<file path="config.mk">
export PLATFORM = sky130hd
export DESIGN_NAME = io_uart_responder
export DESIGN_NICKNAME = d
export VERILOG_FILES = /design/src/rtl/io_map_pkg.sv /design/src/rtl/uart_tx_core.sv /design/src/rtl/io_uart_responder.sv
export SDC_FILE = /design/constraint.sdc
export NUM_CORES = 1
export LEC_CHECK = 0
export ABC_CLOCK_PERIOD_IN_PS = 2290
export CORE_MARGIN = 2
export CORE_UTILIZATION = 26
export CTS_CLUSTER_DIAMETER = 80
export DETAILED_ROUTE_END_ITERATION = 6
export GPL_ROUTABILITY_DRIVEN = 1
export PLACE_DENSITY_LB_ADDON = 0.25
export SYNTH_ARGS = -nofsm -noshare
export SYNTH_HDL_FRONTEND = slang
export SYNTH_HIERARCHICAL = 1
export SYNTH_SLANG_ARGS = --single-unit
</file>
<file path="constraint.sdc">
create_clock -name clk -period 2.29 [get_ports clk]
set_input_delay 0.229 -clock clk [delete_from_list [all_inputs] [get_ports clk]]
set_output_delay 0.229 -clock clk [all_outputs]
set_load 0.05 [all_outputs]
</file>
<file path="src/rtl/io_map_pkg.sv">
// Shared IO-page map for the RV32 SOC: page select bit, register offsets,
// STATUS bit positions and the UART transmit FSM state encoding.
package io_map_pkg;

  localparam int IO_PAGE_BIT = 22;

  localparam logic [5:0] REG_LEDS   = 6'd0;
  localparam logic [5:0] REG_TXDATA = 6'd1;
  localparam logic [5:0] REG_STATUS = 6'd2;

  localparam int ST_BUSY = 0;
  localparam int ST_FULL = 1;
  localparam int ST_OVF  = 2;

  typedef enum logic [1:0] {
    TX_IDLE  = 2'd0,
    TX_START = 2'd1,
    TX_DATA  = 2'd2,
    TX_STOP  = 2'd3
  } tx_state_e;

endpackage

</file>
<file path="src/rtl/uart_tx_core.sv">
// 8N1 serialiser: baud down-counter, shift register and frame FSM, registered txd.
//   state    | meaning
//   TX_IDLE  | line high, ready; start pulse loads byte_in
//   TX_START | start bit (low) for DIV clocks
//   TX_DATA  | 8 data bits, LSB first, DIV clocks each
//   TX_STOP  | stop bit (high) for DIV clocks
module uart_tx_core
  import io_map_pkg::*;
#(
  parameter int DIV = 104
) (
  input  logic       clk,
  input  logic       resetn,
  input  logic [7:0] byte_in,
  input  logic       start,
  output logic       ready,
  output logic       txd
);

  localparam int             CW      = (DIV > 1) ? $clog2(DIV) : 1;
  localparam logic [CW-1:0]  CNT_TOP = CW'(DIV - 1);
  localparam logic [CW-1:0]  CNT_ONE = CW'(1);

  tx_state_e     state_q;
  logic [CW-1:0] cnt_q;
  logic [2:0]    bit_q;
  logic [7:0]    shift_q;
  logic          txd_q;
  logic          bit_end;

  assign bit_end = (cnt_q == '0);

  always_ff @(posedge clk) begin
    if (!resetn) begin
      state_q <= TX_IDLE;
      cnt_q   <= '0;
      bit_q   <= '0;
      shift_q <= '0;
      txd_q   <= 1'b1;
    end else begin
      case (state_q)
        TX_IDLE: begin
          txd_q <= 1'b1;
          if (start) begin
            shift_q <= byte_in;
            cnt_q   <= CNT_TOP;
            txd_q   <= 1'b0;
            state_q <= TX_START;
          end
        end
        TX_START: begin
          if (bit_end) begin
            cnt_q   <= CNT_TOP;
            bit_q   <= '0;
            txd_q   <= shift_q[0];
            state_q <= TX_DATA;
          end else begin
            cnt_q <= cnt_q - CNT_ONE;
          end
        end
        TX_DATA: begin
          if (bit_end) begin
            cnt_q <= CNT_TOP;
            if (bit_q == 3'd7) begin
              txd_q   <= 1'b1;
              state_q <= TX_STOP;
            end else begin
              // next bit is shift_q[1], visible on the line as the shift lands
              shift_q <= shift_q >> 1;
              txd_q   <= shift_q[1];
              bit_q   <= bit_q + 3'd1;
            end
          end else begin
            cnt_q <= cnt_q - CNT_ONE;
          end
        end
        TX_STOP: begin
          if (bit_end) begin
            state_q <= TX_IDLE;
          end else begin
            cnt_q <= cnt_q - CNT_ONE;
          end
        end
        default: state_q <= TX_IDLE;
      endcase
    end
  end

  assign ready = (state_q == TX_IDLE);
  assign txd   = txd_q;

endmodule

</file>
<file path="src/rtl/io_uart_responder.sv">
// IO-page responder for the RV32 load/store bus: LED register, TX byte FIFO
// with sticky overflow, STATUS register, and the UART transmitter.
module io_uart_responder
  import io_map_pkg::*;
#(
  parameter int CLK_FREQ_HZ = 12_000_000,
  parameter int BAUD        = 115_200,
  parameter int FIFO_DEPTH  = 4,
  parameter int LED_W       = 5
) (
  input  logic             clk,
  input  logic             resetn,
  input  logic [31:0]      mem_addr,
  input  logic [31:0]      mem_wdata,
  input  logic [3:0]       mem_wmask,
  input  logic             mem_rstrb,
  output logic [31:0]      mem_rdata,
  output logic [LED_W-1:0] leds,
  output logic             txd
);

  localparam int           DIV     = CLK_FREQ_HZ / BAUD;
  localparam int           AW      = $clog2(FIFO_DEPTH);
  localparam logic [AW:0]  PTR_ONE = (AW + 1)'(1);

  logic [LED_W-1:0] leds_q;
  logic [31:0]      rdata_q;
  logic             ovf_q;
  logic [AW:0]      wptr_q, rptr_q;
  logic [7:0]       fifo_q [FIFO_DEPTH];

  logic        io_sel, wr_any;
  logic [5:0]  reg_off;
  logic        led_we, push, pop, push_ok, rd_status, ovf_set;
  logic        empty, full, tx_ready;
  logic [31:0] status, rd_val;
  logic        unused_bits;

  assign io_sel    = mem_addr[IO_PAGE_BIT];
  assign reg_off   = mem_addr[7:2];
  assign wr_any    = |mem_wmask;
  assign led_we    = io_sel && wr_any && (reg_off == REG_LEDS);
  assign push      = io_sel && mem_wmask[0] && (reg_off == REG_TXDATA);
  assign rd_status = io_sel && mem_rstrb && (reg_off == REG_STATUS);

  assign empty = (wptr_q == rptr_q);
  assign full  = (wptr_q[AW] != rptr_q[AW]) && (wptr_q[AW-1:0] == rptr_q[AW-1:0]);
  assign pop   = tx_ready && !empty;
  // a pop in the same cycle frees the slot the full-FIFO push lands in
  assign push_ok = push && (!full || pop);
  assign ovf_set = push && full && !pop;

  always_comb begin
    status          = '0;
    status[ST_BUSY] = !empty || !tx_ready;
    status[ST_FULL] = full;
    status[ST_OVF]  = ovf_q;
  end

  always_comb begin
    rd_val = '0;
    if (io_sel) begin
      case (reg_off)
        REG_LEDS:   rd_val[LED_W-1:0] = leds_q;
        REG_STATUS: rd_val = status;
        default:    rd_val = '0;
      endcase
    end
  end

  always_ff @(posedge clk) begin
    if (!resetn) begin
      leds_q  <= '0;
      rdata_q <= '0;
      ovf_q   <= 1'b0;
      wptr_q  <= '0;
      rptr_q  <= '0;
    end else begin
      if (led_we)    leds_q  <= mem_wdata[LED_W-1:0];
      if (mem_rstrb) rdata_q <= rd_val;
      if (push_ok)   wptr_q  <= wptr_q + PTR_ONE;
      if (pop)       rptr_q  <= rptr_q + PTR_ONE;
      ovf_q <= ovf_set || (ovf_q && !rd_status);
    end
  end

  always_ff @(posedge clk) begin
    if (push_ok) fifo_q[wptr_q[AW-1:0]] <= mem_wdata[7:0];
  end

  uart_tx_core #(
    .DIV (DIV)
  ) u_tx (
    .clk     (clk),
    .resetn  (resetn),
    .byte_in (fifo_q[rptr_q[AW-1:0]]),
    .start   (pop),
    .ready   (tx_ready),
    .txd     (txd)
  );

  assign mem_rdata = rdata_q;
  assign leds      = leds_q;

  assign unused_bits = ^{mem_addr[31:IO_PAGE_BIT+1], mem_addr[IO_PAGE_BIT-1:8],
                         mem_addr[1:0], mem_wdata[31:8]};

endmodule

</file>
# ---- Yosys cells after proc, flatten, opt, wreduce, memory -nomap -nowiden
# Memory sizes are Yosys's and may differ from the RTL's. A register that Yosys moved wholly into a read port is not among the register bits.
# Index checks and enable logic that the tools add are counted.
dict set report totals {
  memories 1
  output_inout_bits 38
  register_bits 65
  ram_bits 32
  input_bits 71
  wordCells 93
}
# name words width rd rd_ports_with_merged_regs write_ports line_no
set memory_table {}
lappend memory_table {fifo_q 4 8 1 1 1 io_uart_responder.sv:30} ;# logic [7:0] fifo_q [FIFO_DEPTH];
dict set report classes {
  n_reduce_logical 33
  addsub 4
  mux 29
  eq_ne 16
}
# operator count
set ops {}
lappend ops {{$mux 8} 3}
lappend ops {{$mux 7} 3}
lappend ops {{$pmux 7 s3} 1}
lappend ops {{$pmux 8 s2} 1}
lappend ops {{$mux 2} 7}
lappend ops {{$logic_and 1x1->1} 12}
lappend ops {{$pmux 5 s2} 1}
lappend ops {{$add 3x1->3 const B} 3}
lappend ops {{$mux 3} 3}
lappend ops {{$ne 2x1->1 const B} 4}
lappend ops {{$pmux 2 s4} 1}
lappend ops {{$reduce_and 4->1} 2}
lappend ops {{$logic_not 7->1} 1}
lappend ops {{$sub 7x1->7 const B} 1}
lappend ops {{$eq 6x1->1 const B} 1}
lappend ops {{$eq 6x2->1 const B} 1}
lappend ops {{$logic_not 6->1} 1}
lappend ops {{$mux 1} 6}
lappend ops {{$ne 2x2->1 const B} 3}
lappend ops {{$pmux 3 s2} 1}
lappend ops {{$logic_not 1->1} 5}
lappend ops {{$mux 5} 1}
lappend ops {{$reduce_and 5->1} 1}
lappend ops {{$eq 2x2->1 const B} 2}
lappend ops {{other kinds (14)} 17}

# ---- Logic depth before layout (Yosys ltp)
# Gate-level depths: netlist of run 1.
dict set report depth {
  ltp_word 7
  ltp_mapped 8
  mapped_depth_nobuf 8
}

# ---- By module
# The synthesis of run 1 kept the hierarchy.
# mod n_inst area_each_um2 seq_area_each_um2 cells_each
set modules_own_cells {}
lappend modules_own_cells {io_uart_responder 1 2307.2 1341.3 173}
lappend modules_own_cells {uart_tx_core 1 1257.5 420.4 132}

# ---- Worst setup path after synthesis of run 1
# No wires, ideal clock.
dict set report synth_timing {
  path_kind {reg2reg}
  start {register wptr_q[1]}
  end {memory fifo_q[3][0] (enable)}
  setup_ns 0.390
  setup_slack_ns 0.315
  required_time_ns 1.900
  arrival_time_ns 1.584
  period_less_slack_ns 1.975
  stages_incl_launch_ff 4
  path_buffers 0
  path_cell_list {dfxtp_1 xor2_1 nor4_1 nor3b_1}
}
dict set report synth_via {
  elab_chain_cells 7
  elab_cells_between_ends 10
  classes_between {eq/ne (2); mux (2); reduce/logical (6)}
}
# element line_no
set synth_rtl {}
lappend synth_rtl {{start, declared} io_uart_responder.sv:29} ;# logic [AW:0] wptr_q, rptr_q;
lappend synth_rtl {{start signal, assigned} io_uart_responder.sv:81} ;# if (push_ok) wptr_q <= wptr_q + PTR_ONE;
lappend synth_rtl {{$eq 3x3->1 / $eq 2x2->1 (equally long branches)} {io_uart_responder.sv:46, io_uart_responder.sv:47}}
lappend synth_rtl {{$logic_not 1->1 / $logic_and 1x1->1 (equally long branches)} {io_uart_responder.sv:48, io_uart_responder.sv:47}}
lappend synth_rtl {{$logic_and 1x1->1 / $logic_not 1->1 (equally long branches)} {io_uart_responder.sv:48, io_uart_responder.sv:50}}
lappend synth_rtl {{$logic_or 1x1->1} io_uart_responder.sv:50} ;# assign push_ok = push && (!full || pop);
lappend synth_rtl {{$logic_and 1x1->1} io_uart_responder.sv:50}
lappend synth_rtl {{$mux 1} io_uart_responder.sv:88} ;# if (push_ok) fifo_q[wptr_q[AW-1:0]] <= mem_wdata[7:0];
lappend synth_rtl {{$mux 1 (implied by the code)} io_uart_responder.sv:88}
lappend synth_rtl {{end, declared} io_uart_responder.sv:30}
# Parallel ways exist; a longest one is shown, timed or not.

# ---- Worst setup path in the final report of run 1
dict set report layout_timing {
  start {register u_tx.state_q[0]}
  end {register u_tx.shift_q[4]}
}
dict set report layout_via {
  elab_chain_cells 4
  elab_cells_between_ends 9
  classes_between {eq/ne (4); mux (1); reduce/logical (4)}
}
# element line_no
set layout_rtl {}
lappend layout_rtl {{start, declared} uart_tx_core.sv:24} ;# tx_state_e state_q;
lappend layout_rtl {{start signal, assigned} uart_tx_core.sv:35} ;# state_q <= TX_IDLE;
lappend layout_rtl {{start signal, assigned} uart_tx_core.sv:48} ;# state_q <= TX_START;
lappend layout_rtl {{start signal, assigned} uart_tx_core.sv:56} ;# state_q <= TX_DATA;
lappend layout_rtl {{$logic_not 2->1} uart_tx_core.sv:89} ;# assign ready = (state_q == TX_IDLE);
lappend layout_rtl {{via tx_ready} io_uart_responder.sv:35} ;# logic empty, full, tx_ready;
lappend layout_rtl {{$logic_and 1x1->1} io_uart_responder.sv:48} ;# assign pop = tx_ready && !empty;
lappend layout_rtl {{via pop} io_uart_responder.sv:34} ;# logic led_we, push, pop, push_ok, rd_status, ovf_set;
lappend layout_rtl {{$ne 2x2->1 (no source line)} -}
lappend layout_rtl {{$reduce_and 4->1 (no source line)} -}
lappend layout_rtl {{end signal, assigned} uart_tx_core.sv:45} ;# shift_q <= byte_in;
lappend layout_rtl {{end signal, assigned} uart_tx_core.sv:69} ;# shift_q <= shift_q >> 1;
lappend layout_rtl {{end, declared} uart_tx_core.sv:27} ;# logic [7:0] shift_q;
# The timed path passes the listed nets, and every way through them passes these cells.
# A chain may end at the register's enable or synchronous reset.

==> results of run 1 <==
==> cell families (layout without fill, tap and decap cells) <==
logic type,count (synthesis),in the layout
AND/OR/NAND/NOR,90,90
flip-flops,72,72
AO/OA/AOI/OAI,58,58
buffers and inverters,47,79
multiplexers,17,17
adder cells (fa/ha/maj),14,14
XOR/XNOR,6,6
other,1,27
==> power groups by stage <==
stage               clock [W]  sequential, W  combinational [W]
detailed placement          0        0.00161            0.00140
finish                0.00142        0.00158            0.00142
CTS                   0.00146        0.00158            0.00141
global placement            0        0.00161            0.00141
floorplan                   0        0.00160            0.00108
global route          0.00151        0.00160            0.00157
==> cell type report <==
type / count / area (um^2) / share of cell area
clock buffers: 10 / 250 / 0.0564
clock inverters: 6 / 55.1 / 0.0124
inverters: 14 / 52.6 / 0.0118
multi-input cells: 212 / 1620 / 0.366
flip-flops and latches: 72 / 1760 / 0.397
well taps: 176 / 220 / 0.0496
repair buffers: 49 / 473 / 0.107
==> routing by layer <==
layer  GRT usage  vias to the layer above  part of all wire
met2       0.174                       82              0.47
met1       0.130                     1150              0.45
li1            -                     1193                 -
met5           0                        -                 0
met4      0.0349                        0             0.012
met3      0.0324                       10             0.060
==> registers in the layout, summed over array words and instances (netlist names), named ones only <==
signal        cells
u_tx/state_q      2
u_tx/txd          1
ovf_q             1
rptr_q            3
leds              5
u_tx/shift_q      8
wptr_q            3
mem_rdata         5
u_tx/bit_q        3
u_tx/cnt_q        7
fifo_q           32
==> per-stage QoR <==
stage	cell area (um^2)	worst slack [ns]
3_3_place_gp	4130	0.152
6_report	4440	0.120
4_1_cts	4430	0.101
5_1_grt	4440	-0.0893
2_1_floorplan	3660	0.315
3_5_place_dp	4130	0.131
==> worst max path at each step <==
stage | start | to | slack [ns] | cells after the start
floorplan | wptr_q[1] | fifo_q[3][0] | 0.32 | 3
global placement | mem_wmask[0] | fifo_q[1][4] | 0.15 | 6
detailed placement | u_tx/state_q[0] | u_tx/shift_q[4] | 0.13 | 8
CTS | u_tx/state_q[0] | u_tx/shift_q[4] | 0.10 | 8
global route | u_tx/state_q[0] | u_tx/shift_q[4] | -0.09 | 8
finish | u_tx/state_q[0] | u_tx/shift_q[4] | 0.12 | 8
==> timing repair <==
item,CTS,global route
endpoints found under the setup margin,0,10
hold endpoints to repair,0,0
gates resized for setup,0,2
==> placed cells by master, fill, tap and decap left out, types with 3 or more instances in the layout <==
cell             count
nor3_1               7
nor2_1              17
inv_1               14
nand2_1             21
a211oi_1             3
o21ai_0              9
o211a_1              3
a311oi_1             3
buf_4               15
mux2i_1              8
ha_1                14
and2_1               3
clkbuf_16           10
inv_6                3
edfxtp_1            32
nand3_1              6
xor2_1               5
nand2b_1             3
dfxtp_1             40
or2_2                4
o311ai_0             3
o221a_1              4
o221a_2              3
a21oi_1              5
and3_1               6
o21a_1               7
clkdlybuf4s50_1     32
conb_1              27
mux4_2               8
==> worst max-delay path: cells and delay by family (launching register included) <==
kind,cells,cell delay [ns]
buffers and inverters,2,0.29
AOI/OAI and AO/OA,3,0.57
adders and majority gates,1,0.33
DFF,1,0.33
and+or+nand+nor,2,0.55
==> metrics.cfg, run 1 <==
[status]
status = finished clean

[yosys]
yosysMostFrequentCell = dfxtp_1
synth.area.top_cells = edfxtp_1 27%, dfxtp_1 22%, buf_4 5.9%, mux4_2 5.1%, ha_1 4.9%
yosys-top-cells-count = 40 x dfxtp_1, 32 x edfxtp_1, 28 x buf_4
synthArstFlopShare = 0
synth_area_um2 = 3560
synth.avg_cell_area_um2 = 11.7
synthMuxAreaShare = 0.0762
synth-compound-area-share = 0.132
synth-adder-area-share = 0.0491
ys.flop_type = dfxtp_1
synth_top_family_by_area = simple AND/OR/NAND/NOR gates
synth_edf_count = 32
synth_top_cell_by_area = edfxtp_1
ys_seq_area_frac = 0.494
syn_inst = 305
synth.top_cell.area_share = 0.270
synth_cell_type_count = 60
ys_seq_elements = 72
synth-simple-area-share = 0.154
yosys_warnings = 6
synth_xor_xnor_area_share = 0.0147

[timing]
slew_headroom = 0.655
hold_ws_ns = 0.467
maxSlewViolCount = 0
tns_ns = 0
worst_slew_pin_slew_ns = 0.516
timing.final.crit_period_ns = 2.17
setup_viol = 0
max_clock_freq_ghz = 0.461
rsz0062_at_grt = true
fin_worst_skew_ns = 0.00785
fin_crit_sh = 0.947
hold_viol = 0

[clock_network]
cts_tree = done
cts_setup_buffers = 0
hold_buffers = 0
numCtsBuffers = 9
cts_buffer_depth = 2
root_buffer = clkbuf_16
cts_htree_levels = 3
clk_latency_ns = 0.33
clk_pin_slew_ns = 0.06
numClockSinks = 72

[pwr]
power_frac_comb = 0.321
switchingPower_w = 0.00153
intPower_w = 0.00288
seqPwrFrac = 0.359
leakage_nw = 1.71
peakVddDrop_mv = 0.320
pwr-share-clk = 0.321
pwr_density_cell_nw_per_um2 = 996
total_power_w = 0.00442
swShare = 0.347

[worst_hold_path]
holdPathEnd = mem_rdata[4]
hold_depth = 2
hold_class = flip-flop to flip-flop
holdCritStartpoint = mem_rdata[4]

[critical_path]
rrSetupSlack_ns = 0.12
setup.worst_path.start_class = flip-flop
reg2reg_from = u_tx/state_q[0]
path_common_cell = inv_1
worstPathArrival_ns = 2.39
max_stage_delay_ns = 0.34
critPathMaxFanout = 9
cp.required_ns = 2.51
timing.rr.end = u_tx/shift_q[4]
rr_worst_depth = 8
critical_path_class = flip-flop to flip-flop
cpMaxStageDelayCell = nand2b_1
endpoint_kind = flip-flop
crit_chain = inv_1 -> ha_1 -> o31ai_1 -> inv_1 -> nand2b_1 -> nand4_4 -> o221a_2 -> o21a_1

[place]
dp_cells = 523
port_buffers = 32
gp_congestion = 0.855
dp_hpwl_mm = 5.23

[run]
cap_viol_max_count = 0

[floorplan]
die_h_um = 121
initial_core_util = 0.268
core_um2 = 13300
die_w_um = 121
rows = 42
die_area_um2 = 14700
io_pins = 109

[detailed_routing]
finalWirelength_mm = 7.18
routedWlPerCell_um = 13.3
dr.pass1.iters = 4
drt_iter0_markers = 71
viasPerCell = 4.52
vias = 2435
antenna_left = 0
drc = 0

[global_routing]
grt_pass1_vias = 2414
grt_start_max_net_pins = 19
grt_overflow = 0
grt_antenna_before_repair = 0
grt_usage = 0.105
grt_first_pass_wirelength_mm = 12.0

[finish]
antenna_cells = 0
finalNonFillerCells = 539
syn2layout_area_growth_pct = 24.5
final_layout_size_suffix_gt1_frac = 0.174
fill_cells = 1351
fin_nets = 443
fin_util = 0.334

Power figures use the tool's default switching activity.
==> run 2, diff against run 1 <==
==> constraint.sdc (replaced) <==
create_clock -name clk -period 2.29 [get_ports clk]
set_input_delay 0.229 -clock clk [delete_from_list [all_inputs] [get_ports clk]]
set_output_delay 0.229 -clock clk [all_outputs]
set_load 0.01 [all_outputs]
==> results of run 2 <==
The final DEF is identical to that of run 1. Status: finished clean.
Among the figures that moved: total power 0.00442 W -> 0.00432 W; worst IR drop on VDD 0.320 mV -> 0.317 mV
